File: src/rtl/bus_arbiter2.sv
// Two-requester round-robin bus arbiter with a registered output slot.
// Ports: clk, reset (sync, active-high); REQ0/D0, REQ1/D1 requesters;
// READY consumer accept; S mux select; ACK0/ACK1 capture pulses;
// Y registered data; VALID marks Y as not yet consumed.
module bus_arbiter2 #(
    parameter int n = 32
) (
    input  logic         clk,
    input  logic         reset,
    input  logic         REQ0,
    input  logic [n-1:0] D0,
    input  logic         REQ1,
    input  logic [n-1:0] D1,
    input  logic         READY,
    output logic         S,
    output logic         ACK0,
    output logic         ACK1,
    output logic [n-1:0] Y,
    output logic         VALID
);

    typedef enum logic [1:0] {
        IDLE   = 2'd0,
        GRANT0 = 2'd1,
        GRANT1 = 2'd2
    } state_t;

    state_t state;
    logic   last;
    logic   slot_free;

    assign S         = (state == GRANT1);
    assign slot_free = !VALID || READY;

    always_ff @(posedge clk) begin
        if (reset) begin
            state <= IDLE;
            last  <= 1'b1;
            Y     <= '0;
            VALID <= 1'b0;
            ACK0  <= 1'b0;
            ACK1  <= 1'b0;
        end else begin
            ACK0 <= 1'b0;
            ACK1 <= 1'b0;
            // Consumer drains the slot; a capture below overrides this
            // so a simultaneous drain and refill leaves no bubble.
            if (VALID && READY)
                VALID <= 1'b0;
            case (state)
                IDLE: begin
                    if (REQ0 && REQ1)
                        state <= last ? GRANT0 : GRANT1;
                    else if (REQ0)
                        state <= GRANT0;
                    else if (REQ1)
                        state <= GRANT1;
                end
                GRANT0: begin
                    if (!REQ0) begin
                        state <= IDLE;
                    end else if (slot_free) begin
                        Y     <= D0;
                        VALID <= 1'b1;
                        ACK0  <= 1'b1;
                        last  <= 1'b0;
                        state <= IDLE;
                    end
                end
                GRANT1: begin
                    if (!REQ1) begin
                        state <= IDLE;
                    end else if (slot_free) begin
                        Y     <= D1;
                        VALID <= 1'b1;
                        ACK1  <= 1'b1;
                        last  <= 1'b1;
                        state <= IDLE;
                    end
                end
                default: state <= IDLE;
            endcase
        end
    end

endmodule

File: config.mk
export PLATFORM = sky130hd
export DESIGN_NAME = bus_arbiter2
export DESIGN_NICKNAME = d
export VERILOG_FILES = /design/src/rtl/bus_arbiter2.sv
export SDC_FILE = /design/constraint.sdc
export NUM_CORES = 1
export LEC_CHECK = 0
export ABC_AREA = 0
export CAP_MARGIN = 10
export CELL_PAD_IN_SITES_DETAIL_PLACEMENT = 1
export CELL_PAD_IN_SITES_GLOBAL_PLACEMENT = 1
export CORE_MARGIN = 2
export CORE_UTILIZATION = 31
export DETAILED_ROUTE_END_ITERATION = 8
export PLACE_DENSITY_LB_ADDON = 0.1
export SLEW_MARGIN = 20
export SYNTH_ARGS = -nofsm -noshare
export SYNTH_HDL_FRONTEND = slang
export SYNTH_SLANG_ARGS = --single-unit
File: constraint.sdc
create_clock -name clk -period 3.5 [get_ports clk]
set_input_delay 1.05 -clock clk [delete_from_list [all_inputs] [get_ports clk]]
set_output_delay 1.05 -clock clk [all_outputs]
set_load 0.005 [all_outputs]
Yosys cells after proc, flatten, opt, wreduce, memory -nomap -nowiden
Cells that the tools add are included. Widths: inputs -> output; s select.

Register bits: 38. Input bits: 69. Output and inout port bits: 36. Word-level logic and storage cells: 50.

Equality and inequality tests: 7. Multiplexer cells: 24. Bitwise logic cells: 4. Reduce and logical (&&, ||, !) cells: 9.

Operator list (number): $mux 32 (4); $pmux 32 s2 (1); $mux 2 (7); $mux 1 (9); $pmux 2 s3 (1); $reduce_or 3->1 (2); $reduce_and 5->1 (1); $ne 2x1->1 const B (2); $ne 2x2->1 const B (2); $ne 4x4->1 const B (1); $not 1->1 (4); $pmux 1 s2 (2); $eq 2x1->1 const B (1); $eq 2x2->1 const B (1); $logic_and 1x1->1 (2); $logic_not 2->1 (1); $reduce_bool 2->1 (1); $logic_not 1->1 (1); $logic_or 1x1->1 (1).

Longest topological paths before layout
Gate-level depths: netlist of the first run.

Word-level depth: 5. Gate-level depth with buffers: 9. Gate-level depth less buffers: 6.

Worst setup path after synthesis of the first run
Ideal clock, no wire load.

Path kind: input-to-reg. From: input READY. To: register Y[0]. Setup time: 0.081 ns. Data arrival time: 2.057 ns. Required time: 3.419 ns. Slack: 1.362 ns. Cell stages on the path: 7. Path buffers: 3. Path through: nand2b_4 a31o_1 buf_6 and2_4 buf_6 buf_6 a211oi_2.

Longest elaborated chain between the ends: 3.

Ends and longest elaborated chain: start, declared (line 14) `input logic READY,`; $logic_or 1x1->1 (*) (line 33) `assign slot_free = !VALID || READY;`; $ne 2x2->1 (no line) or $ne 2x1->1 (tied branches); $reduce_and 5->1 (no line) (*); end signal, assigned (line 39) `Y <= '0;`; end signal, assigned (line 63) `Y <= D0;`; end signal, assigned (line 74) `Y <= D1;`; end, declared (line 18) `output logic [n-1:0] Y,`.

Mark *: on every way between the ends. The rest lies on a longest branch, timed or not. A chain may end at the register's enable or synchronous reset.

Worst setup path in the final report of the first run
From: register state[1]. To: output S.

Longest elaborated chain between the ends: 1.

Ends and longest elaborated chain: start, declared (line 28) `state_t state;`; start signal, assigned (line 53) `state <= last ? GRANT0 : GRANT1;`; $eq 2x2->1 (line 32) `assign S = (state == GRANT1);`; end, declared (line 15) `output logic S,`.

No other way between the ends.

==> qor.csv, run 1 <==
metric;value;unit
die area;7036;µm²
Least-Margin Pin Slew;0.6173;ns
mean area per synthesized cell;10.69;µm²
final period utilization;69.40;%
cts hold-fix bufs;0;
placeable core area;6277;µm²
worst r2r src;state[1];
largest family of logic cells by synthesized area;compound AO/OA/AOI/OAI gates;
leak pwr;1.071;nW
Compound-Gate Fraction of Synth Area;31.18;%
met1 GRT Util;20.47;%
met3 Use GR;5.836;%
R2R cell count;5;
Syn. warnings;0;
routed length per placed instance;15.54;µm
worst-path fanout max;4;
Die H;83.88;µm
top-level port count;105;
global routing usage on met2;26.98;%
vias post-DR;1762;
H-tree lvl count;2;
Reg-to-Reg End;last;
Startpoint Class;flop;
drt via density;4.894;
largest net degree at the start of global routing;38;
Initial Util;31.51;%
HP Class;reg -> reg;
routability cong.;0.7087;
Setup Skew;0.004951;ns
Synth Area in XOR/XNOR;0;%
post-synthesis mux area share;16.19;%
synthesized cell area;1978;µm²
Post-Syn Instances;185;
CTS Sinks;38;
RSZ-0062 raised after global routing;false;
DR pass1 iterations;4;
status;completed;
CP Launch Point;state[1];
#FFs+latches synth;38;
clock root buffer;clkbuf_8;
Setup Viol. Count Final;0;
Clk Latency, worst-skew pair;0.29;ns
HPWL Detailed;3.978;mm
GR peak layer;met2;
initial DRC count;39;
synthesized-area fraction occupied by adder cells;2.530;%
number of remaining DRC errors;0;
post-synthesis sequential area ratio;38.46;%
antenna viol nets, final;0;
critical path endpoint;S;
Cells after DPL;352;
R2R Setup Slk;1.27;ns
Port Buf Inserts;104;
Resized cells post-CTS;0;
Longest Clk Path Bufs;2;
Setup Buffers After CTS;0;
std cell rows;29;
Layout Cells excl Fill;360;
Peak supply drop;227.0;µV
FMAX;0.4117;GHz
TritonCTS Buffers;5;
Pins Over Slew Limit;0;
overall global routing resource usage;16.39;%
Worst EP required;2.45;ns
Synth cell types;26;
first-pass GRT wire length;9.349;mm
gr ovfl total;0;
Tmin final;2.429;ns
Simple-Gate Fraction of Synth Area;5.187;%
CTS tree;yes;
max_slew headroom;58.85;%
crit path DAT;1.38;ns
# diodes;0;
Hold Vio Cnt, Final;0;
share of cells above drive strength 1;16.96;%
vias in the first global route;1887;
die width;83.88;µm
syn nets;258;
area delta synth->final;58.89;%
Worst Setup End Kind;output pin;
Nets;355;
Max-Cap Viols;0;
drt total wl;5.595;mm
Setup TNS;0;ns
register clock-pin slew on the reported worst setup and hold paths;0.08;ns
PwrDens;497.0;nW/µm²
crit path kind;reg -> out;
initial antenna violation count;0;
## power by group
group | switching, mW | internal [mW] | leakage [nW]
combinational | 0.277 | 0.349 | 0.700
clock | 0.160 | 0.210 | 0.0579
sequential | 0.0460 | 0.520 | 0.314
## per-stage QoR
| stage | hold slack [ns] | setup slack (ns) | cell area (µm²) | utilization, % | power, mW |
|---|---|---|---|---|---|
| 2_1_floorplan | 0.4652 | 1.362 | 1978 | - | 0.9270 |
| 3_3_place_gp | 0.5070 | 0.8069 | 3034 | 48.34 | 1.200 |
| 3_5_place_dp | 0.5183 | 0.7891 | 3034 | 48.34 | 1.210 |
| 4_1_cts | 0.5253 | 1.052 | 3143 | 50.07 | 1.585 |
| 5_1_grt | 0.5489 | 0.9940 | 3143 | 50.07 | 1.664 |
| 6_report | 0.5223 | 1.071 | 3143 | 50.07 | 1.562 |
## logic make-up (layout without fill, tap and decap cells)
kind of cell | Yosys count | count (layout)
buffers and inverters | 22 | 120
flip-flops | 38 | 38
adder cells (fa/ha/maj) | 4 | 4
AND/OR/NAND/NOR | 17 | 17
multiplexers | 32 | 32
AO/OA/AOI/OAI | 72 | 72
## critical path, stage by stage (launching register included)
cell and delay [ns]:
dfxtp_1 0.40, ha_2 0.20, clkdlybuf4s50_1 0.49
## cells in the mapped netlist
master    number  area, µm²
a21bo_2        1      10.01
buf_2          3      15.01
a211oi_1       2      15.01
nor3_1         1      5.000
nand2_1        3      11.26
buf_4          1      7.510
a32o_1         2      20.02
a22oi_1        1      7.510
o31a_1         1      8.760
buf_6          5      56.30
a21oi_1       33      165.2
a211oi_2      30      375.4
ha_1           4      50.05
nand2b_4       1      13.76
clkbuf_1      10      37.54
dfxtp_1       38      760.7
nor2b_1        5      31.28
and2_4         1      8.760
nor2_1         2      7.510
nand2b_1       1      6.260
mux2i_1       32      320.3
or3_1          1      6.260
and3_1         2      12.51
inv_1          3      11.26
o22ai_1        1      6.260
a31o_1         1      8.760
## cell usage in the layout (no fill, tap or decap), types with 2 or more instances in the layout
| cell | n |
|---|---|
| nand2_1 | 3 |
| and3_1 | 2 |
| nor2_1 | 2 |
| a32o_1 | 2 |
| ha_1 | 3 |
| clkbuf_8 | 5 |
| nor2b_1 | 5 |
| dfxtp_1 | 38 |
| a21oi_1 | 33 |
| a211oi_2 | 30 |
| buf_4 | 5 |
| clkdlybuf4s50_1 | 103 |
| a211oi_1 | 2 |
| inv_1 | 3 |
| clkinv_2 | 2 |
| mux2i_1 | 32 |
## registers in the layout, summed over array words and instances (netlist names)
name,count
last,1
ACK1,1
Y,32
VALID,1
ACK0,1
state,2
## area by class of cell
type	count	area, µm²
well taps	77	96.34
clock inverters	3	40.04
flip-flops and latches	38	760.7
multi-input cells	125	1092
fillers	706	3134
inverters	3	11.26
clock buffers	5	68.82
repair buffers	109	1074
## worst min path at each step
stage / startpoint / endpoint / slack [ns] / cells past startpoint
after floorplan: last / last / 0.47 / 1
after global placement: last / last / 0.51 / 1
after detailed placement: Y[13] / Y[13] / 0.52 / 2
after CTS: Y[13] / Y[13] / 0.53 / 2
after global routing: last / last / 0.55 / 1
final: Y[14] / Y[14] / 0.52 / 2
## layer usage
metal,part of all wire (%),vias up
li1,-,883
met2,47,60
met5,0,-
met4,1.0,0
met1,44,813
met3,7.3,6
(Power assumes the default switching activity.)
==> run 2: changes to the inputs <==
Settings changed: CORE_UTILIZATION 31 to 26.
Clock period 3.5 ns to 2.1 ns, I/O delays scaled along.
==> run 2 against run 1 <==
Clock skew barely moved. Hold slack better by 0.0011 ns. Combinational power increased by 79%. Critical path depth grew 1. Total power grew 63%. Design area increased by 3.0%. Critical path type unchanged.
==> qor.csv, run 2 (same netlist as run 1, synthesis figures left out) <==
metric;value;unit;change
status;completed;;
overall global routing resource usage;14.02;%;-2.4 points
worst-path fanout max;4;;unchanged
Tmin final;2.023;ns;
initial DRC count;23;;-41%
final setup margin;0.07729;ns;-0.9936 ns
global routing usage on met2;21.91;%;-5.1 points
CTS Sinks;38;;unchanged
final period utilization;96.32;%;
number of remaining DRC errors;0;;unchanged
std cell rows;31;;+6.9%
Least-Margin Pin Slew;0.4794;ns;-0.1379 ns
area delta synth->final;63.69;%;
placeable core area;7292;µm²;+16%
R2R Setup Slk;0.26;ns;-1.01 ns
Worst EP required;1.47;ns;-0.98 ns
max_slew headroom;68.04;%;+9.2 points
Hold Vio Cnt, Final;0;;unchanged
vias in the first global route;1857;;-1.6%
crit path kind;reg -> out;;
first-pass GRT wire length;9.459;mm;+1.2%
Resized cells post-CTS;1;;+1
share of cells above drive strength 1;18.34;%;+1.4 points
Clk Latency, worst-skew pair;0.29;ns;about the same
Initial Util;27.13;%;-4.4 points
cts hold-fix bufs;0;;unchanged
register clock-pin slew on the reported worst setup and hold paths;0.07;ns;about the same
GR peak layer;met2;;
largest net degree at the start of global routing;22;;-42%
Nets;362;;+2.0%
Worst Setup End Kind;output pin;;
antenna viol nets, final;0;;unchanged
FMAX;0.4944;GHz;
Die H;91.23;µm;+8.8%
commonest non-fill, non-tap cells in the layout;clkdlybuf4s50_1 (103), dfxtp_1 (38), a21oi_1 (33);;
top-level port count;105;;unchanged
CTS tree;yes;;
H-tree lvl count;2;;unchanged
met1 GRT Util;18.37;%;-2.1 points
crit path DAT;1.39;ns;about the same
PwrDens;786.9;nW/µm²;+58%
RSZ-0062 raised after global routing;false;;
die area;8322;µm²;+18%
Peak supply drop;240.9;µV;+6.1%
routed length per placed instance;15.14;µm;-2.6%
Port Buf Inserts;104;;unchanged
Setup Skew;0.004604;ns;-0.0003471 ns
HP Class;reg -> reg;;
Placed Instance Area;3152;µm²;+3.9%
Longest Clk Path Bufs;2;;unchanged
clock root buffer;clkbuf_8;;
Setup Buffers After CTS;0;;unchanged
worst slack, placed;-0.01675;ns;-0.8058 ns
Pins Over Slew Limit;0;;unchanged
vias post-DR;1809;;+2.7%
max reg flops;32;;unchanged
Max-Cap Viols;0;;unchanged
gr ovfl total;0;;unchanged
most common cell after layout, fill and taps aside;clkdlybuf4s50_1;;
routability cong.;0.6722;;-5.2%
biggest regs;Y x32, state x2;;
# diodes;0;;unchanged
DR pass1 iterations;4;;unchanged
Startpoint Class;flop;;
TritonCTS Buffers;5;;unchanged
die width;91.23;µm;+8.8%
drt total wl;5.874;mm;+5.0%
Setup Viol. Count Final;0;;unchanged
drt via density;4.662;;-4.7%
cell area after layout;3238;µm²;+3.0%
Reg with most FFs;Y;;
initial antenna violation count;0;;unchanged
HPWL Detailed;4.410;mm;+11%
leak pwr;1.099;nW;+2.6%
met3 Use GR;5.145;%;-0.69 points
[run 2: cell count changes in the layout (fill, tap and decap cells not counted), moves of 2 or more]
cell      before  now
buf_12         0    3
buf_4          5    9
clkbuf_1       0    2
clkinv_2       2    0
[run 2: power by group]
part           internal (mW)  switching, mW
Sequential             0.867         0.0800
Combinational          0.653          0.472
Clock                  0.229          0.248
Total                   1.75          0.799
[run 2: cell type report]
class	instances	area, µm²
clock buffers	7	76.32
fillers	838	4054
inverters	3	11.26
multi-input cells	125	1102
flip-flops and latches	38	760.7
well taps	99	123.9
repair buffers	116	1164
[run 2: worst max-delay path, stage by stage (launching register included)]
cell and delay, ns:
dfxtp_1 0.41, inv_2 0.08, ha_4 0.18, clkdlybuf4s50_1 0.44
[run 2: layer usage]
layer  part of all wire (%)  wire length [µm]  vias to the layer above
met3                    8.2               483                        7
met2                     46              2684                       64
met1                     45              2649                      844
met4                   0.97                57                        0
met5                      0                 0                        -
li1                       -                 -                      894
[run 2: through the flow]
step / std cells / hold WS (ns) / power (mW) / TNS (ns) / utilization (%)
after global placement: 381 / 0.5109 / 2.089 / 0 / 43.22
after detailed placement: 381 / 0.5158 / 2.104 / -0.01675 / 43.22
after CTS: 388 / 0.5266 / 2.595 / 0 / 44.41
after floorplan: 185 / 0.4652 / 1.545 / 0 / -
after global routing: 388 / 0.5487 / 2.714 / 0 / 44.41
final: 388 / 0.5234 / 2.548 / 0 / 44.41
[run 2: worst paths after layout]
check	cells past startpoint	end	from
setup reg to reg	7	Y[27]	state[0]
hold reg to reg	2	Y[13]	Y[13]
hold / removal	2	Y[13]	Y[13]
setup / recovery	3	S	state[0]
==> run 3: changes to the inputs <==
Settings changed: CORE_UTILIZATION 26 to 31.
Clock period 2.1 ns to 2.6 ns, I/O delays scaled along.
==> run 3 against run 2 <==
Register-to-register slack better by 0.38 ns. Sequential share of layout area is 0.60 points higher. Clock power grew 4.4%. Core utilization rose by 5.9 points. Sequential power down 19%. Critical path depth fell by 1. Cell count is 6.7% lower. Flip-flop and latch count stayed put. Clock-buffer cell count decreased by 2. Routed wire length shrank 3.5%. Largest cell class is now multi-input combinational cells.
==> qor.csv, run 3 (same netlist as run 1, synthesis figures left out) <==
metric;value;unit;change
crit path kind;reg -> out;;
worst slack, placed;0.1898;ns;+0.2065 ns
final period utilization;84.52;%;
Gate power share;40.1;%;-4.1 points
worst-path fanout max;4;;unchanged
register clock-pin slew on the reported worst setup and hold paths;0.08;ns;about the same
TritonCTS Buffers;5;;unchanged
PwrDens;666.5;nW/µm²;-15%
Reg with most FFs;Y;;
Port Buf Inserts;104;;unchanged
Nets;357;;-1.4%
# diodes;0;;unchanged
number of remaining DRC errors;0;;unchanged
Least-Margin Pin Slew;0.5284;ns;+0.04904 ns
RSZ-0062 raised after global routing;false;;
first-pass GRT wire length;9.756;mm;+3.1%
Worst EP required;1.82;ns;+0.35 ns
drt via density;5.039;;+8.1%
share of cells above drive strength 1;17.54;%;-0.80 points
biggest regs;Y x32, state x2;;
Sw Share;30.86;%;-0.50 points
CTS Sinks;38;;unchanged
post-layout util;50.31;%;+5.9 points
Cells after DPL;354;;-7.1%
DR pass1 iterations;5;;+1
FMAX;0.4551;GHz;
clock power share;23.6;%;+4.9 points
area delta synth->final;59.65;%;
Pins Over Slew Limit;0;;unchanged
Initial Util;31.51;%;+4.4 points
final setup margin;0.4026;ns;+0.3253 ns
Peak supply drop;263.6;µV;+9.5%
Flop pwr share;36.3;%;-0.9 points
routed length per placed instance;15.67;µm;+3.5%
leak pwr;1.081;nW;-1.6%
Layout Cells excl Fill;362;;-6.7%
H-tree lvl count;2;;unchanged
Design Power;2.105;mW;-17%
global routing usage on met2;30.40;%;+8.5 points
Hold Vio Cnt, Final;0;;unchanged
gr ovfl total;0;;unchanged
Max-Cap Viols;0;;unchanged
Worst Setup End Kind;output pin;;
Setup TNS;0;ns;unchanged
commonest non-fill, non-tap cells in the layout;clkdlybuf4s50_1 (103), dfxtp_1 (38), a21oi_1 (33);;
Resized cells post-CTS;0;;-1
std cell rows;29;;-6.5%
CTS tree;yes;;
most common cell after layout, fill and taps aside;clkdlybuf4s50_1;;
initial DRC count;50;;+120%
HP Class;reg -> reg;;
Tmin final;2.197;ns;
vias in the first global route;2020;;+8.8%
routability cong.;0.7370;;+9.6%
met1 GRT Util;19.85;%;+1.5 points
overall global routing resource usage;17.00;%;+3.0 points
Clk Latency, worst-skew pair;0.29;ns;about the same
top-level port count;105;;unchanged
internal power;1.455;mW;-17%
Setup Viol. Count Final;0;;unchanged
clock root buffer;clkbuf_8;;
met3 Use GR;5.737;%;+0.59 points
initial antenna violation count;0;;unchanged
antenna viol nets, final;0;;unchanged
largest net degree at the start of global routing;34;;+55%
placeable core area;6277;µm²;-14%
max_slew headroom;64.77;%;-3.3 points
die width;83.88;µm;-8.1%
HPWL Detailed;4.164;mm;-5.6%
die area;7036;µm²;-15%
Die H;83.88;µm;-8.1%
Net Sw Power;0.6496;mW;-19%
crit path DAT;1.42;ns;+0.03 ns
max reg flops;32;;unchanged
cts hold-fix bufs;0;;unchanged
vias post-DR;1824;;+0.83%
Setup Buffers After CTS;0;;unchanged
drt total wl;5.671;mm;-3.5%
Setup Skew;0.006577;ns;+0.001973 ns
Startpoint Class;flop;;
status;completed;;
GR peak layer;met2;;
Longest Clk Path Bufs;2;;unchanged
-- run 3: power by group through the flow --
stage	Combinational, mW	Clock, mW	Sequential (mW)
final	0.843	0.497	0.764
after global placement	0.846	0	0.772
after CTS	0.862	0.514	0.765
after floorplan	0.468	0	0.780
after detailed placement	0.856	0	0.776
after global routing	0.927	0.547	0.779
-- run 3: final timing paths --
path	slack, ns	startpoint	to	cells after the start
min	0.53	Y[13]	Y[13]	2
max reg2reg	0.64	state[1]	last	5
max	0.40	state[1]	S	2
min reg2reg	0.53	Y[13]	Y[13]	2
-- run 3: area by class of cell --
class / count / area [µm²]
Multi-Input combinational cell: 125 / 1092
Sequential cell: 38 / 760.7
Clock inverter: 3 / 40.04
Inverter: 3 / 11.26
Tap cell: 77 / 96.34
Timing Repair Buffer: 111 / 1089
Clock buffer: 5 / 68.82
Fill cell: 704 / 3119
-- run 3: worst max-delay path, stage by stage (launching register included) --
cell and delay (ns):
dfxtp_1 0.41, ha_2 0.23, clkdlybuf4s50_1 0.50
-- run 3: layer usage --
metal  vias up  share of wire (%)
met1       874                 42
met2        60                 51
met4         0               0.25
li1        888                  -
met5         -                  0
met3         2                7.1
-- run 3: through the flow --
stage / cell area [µm²] / hold WS, ns
final: 3158 / 0.5267
after global routing: 3158 / 0.5769
after CTS: 3158 / 0.5358
after detailed placement: 3049 / 0.5254
after global placement: 3049 / 0.5068
after floorplan: 1978 / 0.4652
